<file path="src/rtl/whack_pkg.sv">
// Shared definitions for the whack-a-mole board blocks.
//   N_HOLES    : number of holes on the 3x3 board
//   NO_HIT     : hit_pos value meaning "no whack this cycle"
//   state_t    : mole scheduler FSM encoding
//   hole_idx_t : hole index type (0..8 valid)
//   wrap_idx   : folds a raw 4-bit random value into 0..8
//   popcount9  : number of set bits in a 9-bit hole map
package whack_pkg;

  localparam int unsigned N_HOLES = 9;
  localparam logic [3:0]  NO_HIT  = 4'd15;

  typedef enum logic [1:0] {
    IDLE = 2'd0,
    RUN  = 2'd1,
    PICK = 2'd2
  } state_t;

  typedef logic [3:0] hole_idx_t;

  // Values 9..15 fold to 0..6, so every hole can be a starting point.
  function automatic hole_idx_t wrap_idx(input logic [3:0] raw);
    return (raw >= 4'd9) ? raw - 4'd9 : raw;
  endfunction

  function automatic logic [3:0] popcount9(input logic [8:0] m);
    logic [3:0] c;
    c = '0;
    for (int i = 0; i < 9; i++) c = c + {3'b000, m[i]};
    return c;
  endfunction

endpackage

</file>
<file path="src/rtl/mole_life_timer.sv">
// Lifetime counter for a single hole.
//   clk, rst : clock, synchronous active-high clear
//   load     : start a new mole with lifetime life (wins over kill)
//   life     : lifetime in cycles for a newly loaded mole
//   kill     : mole whacked, drop it without expiring
//   up       : registered, mole currently in this hole
//   expire   : high during the last cycle of the lifetime (count == 1);
//              the mole is gone after the following edge
module mole_life_timer (
  input  logic        clk,
  input  logic        rst,
  input  logic        load,
  input  logic [31:0] life,
  input  logic        kill,
  output logic        up,
  output logic        expire
);

  logic [31:0] count;

  assign expire = up && (count == 32'd1);

  always_ff @(posedge clk) begin
    if (rst) begin
      count <= '0;
      up    <= 1'b0;
    end else if (load) begin
      count <= life;
      up    <= (life != 32'd0);
    end else if (kill) begin
      count <= '0;
      up    <= 1'b0;
    end else if (count != 32'd0) begin
      count <= count - 32'd1;
      up    <= (count != 32'd1);
    end
  end

endmodule

</file>
<file path="src/rtl/mole_scheduler.sv">
// Per-hole mole scheduler for the 3x3 board: spawns moles into random free
// holes at a level-dependent interval, limits concurrent moles, expires each
// mole after its own lifetime, scores hits, and raises the level.
//   clk, rst   : clock, synchronous active-high reset
//   en         : 1 = game running, 0 = synchronous clear (same as rst)
//   hit_pos    : one-cycle whack position 0..8, 15 = none, 9..14 ignored
//   rnd        : free-running LFSR value, rnd[3:0] seeds the probe start
//   map        : bit i = mole up in hole i
//   active_cnt : popcount(map)
//   level      : difficulty level 0..MAX_LEVEL
//   hit_pulse  : one cycle, a mole was whacked
//   miss_pulse : one cycle, at least one mole expired
//   bad_pulse  : one cycle, whack on an empty hole
//   fsm_state  : current scheduler state (debug observation)
module mole_scheduler
  import whack_pkg::*;
#(
  parameter int unsigned SPAWN_BASE     = 50_000_000,
  parameter int unsigned SPAWN_STEP     = 5_000_000,
  parameter int unsigned LIFE_BASE      = 100_000_000,
  parameter int unsigned LIFE_STEP      = 10_000_000,
  parameter int unsigned MAX_LEVEL      = 7,
  parameter int unsigned HITS_PER_LEVEL = 5,
  parameter int unsigned MAX_ACTIVE     = 3
) (
  input  logic       clk,
  input  logic       rst,
  input  logic       en,
  input  logic [3:0] hit_pos,
  input  logic [8:0] rnd,
  output logic [8:0] map,
  output logic [3:0] active_cnt,
  output logic [2:0] level,
  output logic       hit_pulse,
  output logic       miss_pulse,
  output logic       bad_pulse,
  output state_t     fsm_state
);

  state_t      state, state_nxt;
  logic        clr;
  logic [31:0] spawn_cnt, spawn_int, life_val;
  logic [31:0] hit_cnt;
  hole_idx_t   probe_idx;
  logic [3:0]  probe_num;
  logic [8:0]  dec, sel, kill, load, expire, live_after;
  logic        spawn_due, probe_free, bad;
  logic        rnd_unused;

  assign clr        = rst | ~en;
  assign rnd_unused = ^rnd[8:4];
  assign fsm_state  = state;
  // map is the timers' registered up bits, so this is a function of state only.
  assign active_cnt = popcount9(map);

  assign spawn_int = SPAWN_BASE - 32'(level) * SPAWN_STEP;
  assign life_val  = LIFE_BASE - 32'(level) * LIFE_STEP;
  // >= rather than ==: a level-up can shrink the interval below a count
  // already reached, which must not lose the attempt.
  assign spawn_due = (spawn_cnt >= spawn_int - 32'd1);

  always_comb begin
    dec = '0;
    sel = '0;
    for (int i = 0; i < N_HOLES; i++) begin
      dec[i] = (hit_pos == 4'(i));
      sel[i] = (probe_idx == 4'(i));
    end
  end

  assign kill       = dec & map;
  assign bad        = (|dec) && !(|kill);
  // A hole being whacked or expiring this cycle is free for the probe.
  assign live_after = map & ~kill & ~expire;
  assign probe_free = |(sel & ~live_after);

  always_comb begin
    state_nxt = state;
    load      = '0;
    case (state)
      IDLE: state_nxt = RUN;
      RUN: begin
        if (spawn_due && (active_cnt < 4'(MAX_ACTIVE)) && (map != 9'h1FF))
          state_nxt = PICK;
      end
      PICK: begin
        if (probe_free) begin
          load      = sel;
          state_nxt = RUN;
        end else if (probe_num == 4'd8) begin
          state_nxt = RUN;
        end
      end
      default: state_nxt = IDLE;
    endcase
  end

  always_ff @(posedge clk) begin
    if (clr) begin
      state      <= IDLE;
      spawn_cnt  <= '0;
      probe_idx  <= '0;
      probe_num  <= '0;
      hit_cnt    <= '0;
      level      <= '0;
      hit_pulse  <= 1'b0;
      miss_pulse <= 1'b0;
      bad_pulse  <= 1'b0;
    end else begin
      state      <= state_nxt;
      hit_pulse  <= |kill;
      miss_pulse <= |(expire & ~kill);
      bad_pulse  <= bad;

      case (state)
        IDLE: spawn_cnt <= '0;
        RUN: begin
          // A skipped attempt restarts the interval just like a taken one.
          spawn_cnt <= spawn_due ? '0 : spawn_cnt + 32'd1;
          if (state_nxt == PICK) begin
            probe_idx <= wrap_idx(rnd[3:0]);
            probe_num <= '0;
          end
        end
        PICK: begin
          spawn_cnt <= spawn_cnt + 32'd1;
          probe_idx <= (probe_idx == 4'd8) ? 4'd0 : probe_idx + 4'd1;
          probe_num <= probe_num + 4'd1;
        end
        default: spawn_cnt <= '0;
      endcase

      if (|kill) begin
        if (hit_cnt == 32'(HITS_PER_LEVEL - 1)) begin
          hit_cnt <= '0;
          if (level != 3'(MAX_LEVEL)) level <= level + 3'd1;
        end else begin
          hit_cnt <= hit_cnt + 32'd1;
        end
      end
    end
  end

  for (genvar g = 0; g < N_HOLES; g++) begin : g_hole
    mole_life_timer u_timer (
      .clk    (clk),
      .rst    (clr),
      .load   (load[g]),
      .life   (life_val),
      .kill   (kill[g]),
      .up     (map[g]),
      .expire (expire[g])
    );
  end

endmodule

</file>
<file path="config.mk">
export PLATFORM = sky130hd
export DESIGN_NAME = mole_scheduler
export DESIGN_NICKNAME = d
export VERILOG_FILES = /design/src/rtl/whack_pkg.sv /design/src/rtl/mole_life_timer.sv /design/src/rtl/mole_scheduler.sv
export SDC_FILE = /design/constraint.sdc
export NUM_CORES = 1
export LEC_CHECK = 0
export CAP_MARGIN = 20
export CORE_ASPECT_RATIO = 0.7
export CORE_UTILIZATION = 24
export CTS_CLUSTER_SIZE = 20
export DETAILED_ROUTE_END_ITERATION = 10
export PLACE_DENSITY = 0.5
export SLEW_MARGIN = 10
export SYNTH_ARGS = -nofsm -noshare
export SYNTH_HDL_FRONTEND = slang
export SYNTH_SLANG_ARGS = --single-unit
</file>
<file path="constraint.sdc">
create_clock -name clk -period 8.8 [get_ports clk]
set_input_delay 1.32 -clock clk [delete_from_list [all_inputs] [get_ports clk]]
set_output_delay 1.32 -clock clk [all_outputs]
set_load 0.01 [all_outputs]
</file>
==> run_results.csv <==
group,metric,value,unit
setup_path,cp-end-kind,"register",
logic_synthesis,synth_top_area_cell,"dfxtp_1",
logic_synthesis,ys_types,84,
place,placedInstanceArea,0.0239,mm^2
setup_path,worstPathArrival,8.31,ns
power_and_ir_drop,ir_drop,0.164,mV
clock_tree,cts.sinks,377,
finish,utilization,0.280,
sta,setup-tns-final,0,ns
clock_tree,ctsResizeCount,0,
finish,nets,2928,
logic_synthesis,synth-seq-cells,377,
run_status,status,"finished clean",
finish,antenna_cells,0,
finish,seqCellArea,0.00755,mm^2
finish,layout_common_cells,"nor2_1, dfxtp_1, nand2_1",
clock_tree,cts_buffers,42,
sta,fin_skew,0.0238,ns
die,core-area,0.0907,mm^2
sta,setup_violations,0,
routing,ant_nets,0,
routing,vias,20100,
clock_tree,clockBufferDepth,3,
finish,syn_to_final_growth,14.7,%
power_and_ir_drop,power_density,452,mW/mm^2
logic_synthesis,synth_top_area_frac,0.341,
setup_path,cp.required,9.31,ns
worst_hold_path,hold_class,"reg -> reg",
global_routing,overflow,0,
clock_tree,cts-hold-fix-buffers,0,
setup_path,r2r-end,"probe_idx[0]$_SDFFE_PP0P_",
logic_synthesis,synthArstFlopShare,0,
logic_synthesis,synth_edf_count,0,
clock_tree,cts_tree,"built",
place,port_buffers,31,
place,gp_congestion,0.851,
setup_path,ff2ff_path_depth,27,
logic_synthesis,synth_cells,2847,
clock_tree,clk_latency,0.59,ns
setup_path,cp_slowest_cell,"o31ai_1",
routing,drt_iter0_markers,1767,
setup_path,crit_path_end,"probe_idx[0]$_SDFFE_PP0P_",
finish,final_common_cell,"nor2_1",
finish,final_area,0.0254,mm^2
setup_path,r2r-start,"level[0]$_SDFFE_PP0P_",
sta,tightest_slew,1.03,ns
die,rows,92,
sta,slew_headroom,0.303,
routing,first_pass_iters,5,
routing,wl,71.9,mm
routing,wire_per_inst,17.6,um
place,pre_cts_ws,1.17,ns
sta,period_needed,7.80,ns
power_and_ir_drop,total_power,11500,uW
setup_path,critical_path_class,"reg -> reg",
clock_tree,cts_max_level,2,
logic_synthesis,syn_area,0.0221,mm^2
sta,hold_violations,0,
logic_synthesis,synthFlopType,"dfxtp_1",
routing,viasPerCell,4.93,
logic_synthesis,syn_area_per_cell,7.77,um^2
worst_hold_path,hold_start,"spawn_cnt[0]$_SDFF_PP0_",
sta,rsz0062_at_grt,"false",
global_routing,grt_max_degree,50,
finish,final_layout_size_suffix_gt1_frac,0.0698,
logic_synthesis,ys_seq_area_frac,0.341,
logic_synthesis,ys_top_cells_by_area,"dfxtp_1, nor2_1, xor2_1",
sta,maxSlewViolCount,0,
clock_tree,cts_setup_buffers,0,
global_routing,grt_antenna_before_repair,3,
logic_synthesis,ys.warnings.count,0,
clock_tree,cts-root-buf,"clkbuf_16",
setup_path,worst_setup_path_start_kind,"register",
finish,fillers,9944,
power_and_ir_drop,power_leakage,0.00968,uW
die,die_y,256,um
logic_synthesis,synth_nets,2940,
die,fp.dieW,365,um
die,dieArea,0.0935,mm^2
setup_path,critPathMaxStageDelay,0.71,ns
global_routing,grt_usage,0.151,
flow_run,cap_violations,0,
finish,multi_input_area,0.0138,mm^2
global_routing,grt_pass1_vias,18200,
setup_path,cp-startpoint,"level[0]$_SDFFE_PP0P_",
place,hpwlAfterDp,49.6,mm
routing,drc,0,
sta,fmax,128,MHz
setup_path,worstPathMaxFanout,11,
sta,fin_ws,1.00,ns
clock_tree,clkSlewWorstSetupHoldPaths,0.07,ns
die,ios,37,
global_routing,grt_pass1_wl,112,mm
die,initial_utilization,0.244,
sta,post-route-period-util,0.886,
setup_path,ff2ff_setup_slack,1.00,ns
critical path: cells and delay by family, from the launching register on:
| family | cells | cell delay, ns |
|---|---|---|
| buffers and inverters | 6 | 1.05 |
| DFF | 1 | 0.30 |
| xor gates and xnor gates | 1 | 0.18 |
| AOI/OAI and AO/OA | 13 | 4.03 |
| adders and majority gates | 4 | 1.28 |
| and+or+nand+nor | 2 | 0.60 |
| muxes | 1 | 0.24 |
how the worst min path moves through the flow:
stage	end	depth (start not counted)	slack, ns
after global routing	spawn_cnt[0]$_SDFF_PP0_	1	0.49
final	spawn_cnt[0]$_SDFF_PP0_	1	0.47
after floorplan	spawn_cnt[0]$_SDFF_PP0_	1	0.43
after detailed placement	spawn_cnt[0]$_SDFF_PP0_	1	0.46
after global placement	spawn_cnt[0]$_SDFF_PP0_	1	0.45
after CTS	spawn_cnt[0]$_SDFF_PP0_	1	0.47
synth_stat cells (8+ instances only):
cell type,instances
o41ai_1,12
nor3_1,143
xnor2_1,161
ha_1,70
nand3_1,146
nand4_1,46
mux2i_1,14
a21o_1,12
and4_1,14
a22oi_1,28
xor2_1,166
a32oi_1,14
o31ai_1,10
and2_1,17
inv_1,79
nor2b_1,14
or4_1,38
nand2b_1,22
nor2_1,409
o21ai_0,36
nor3b_1,9
o22ai_1,8
buf_2,28
nand2_1,286
a21oi_1,221
or2_2,20
clkbuf_1,101
and3_1,36
nand3b_1,12
dfxtp_1,377
buf_4,11
or3_1,34
a211oi_1,29
o211ai_1,17
nor4_1,84
layout make-up:
cell class / count / share of cell area
multi-input combinational: 2248 / 0.545
sequential: 377 / 0.297
tap: 1222 / 0.0602
clock buffer: 60 / 0.0488
timing repair buffer: 86 / 0.0288
inverter: 80 / 0.0118
clock inverter: 15 / 0.00823
metrics by stage:
stage | hold slack [ns] | std cells
3_3_place_gp | 0.448 | 4011
5_1_grt | 0.489 | 4088
6_report | 0.472 | 4088
4_1_cts | 0.469 | 4087
3_5_place_dp | 0.455 | 4012
2_1_floorplan | 0.430 | 2847
logic make-up after synthesis:
| group | share of synthesized area |
|---|---|
| simple gates | 0.300 |
| compound gates | 0.135 |
| flops | 0.341 |
| xor+xnor | 0.129 |
| buf+inv | 0.0411 |
| fa+ha+maj | 0.0459 |
| mux | 0.00786 |
power breakdown:
part | internal, uW | leakage [uW] | switching (uW) | total, uW
clock | 1130 | 0.000713 | 781 | 1910
combinational | 2970 | 0.00591 | 3840 | 6800
sequential | 2220 | 0.00306 | 541 | 2760
total | 6320 | 0.00968 | 5160 | 11500
metal layers:
layer / part of all wire / up-vias / track usage
met5: 0.00011 / - / 0
met4: 0.015 / 2 / 0.0295
met3: 0.069 / 73 / 0.0320
met2: 0.38 / 522 / 0.196
met1: 0.54 / 9497 / 0.245
li1: - / 10000 / -
registers in the layout, indices dropped and copies added, names as in the netlist:
register              flops
hit_cnt                  32
level                     3
probe_idx                 4
miss_pulse                1
g_hole.u_timer.count    288
hit_pulse                 1
spawn_cnt                32
probe_num                 4
bad_pulse                 1
fsm_state                 2
g_hole.u_timer.up         9
(Power assumes the default switching activity.)
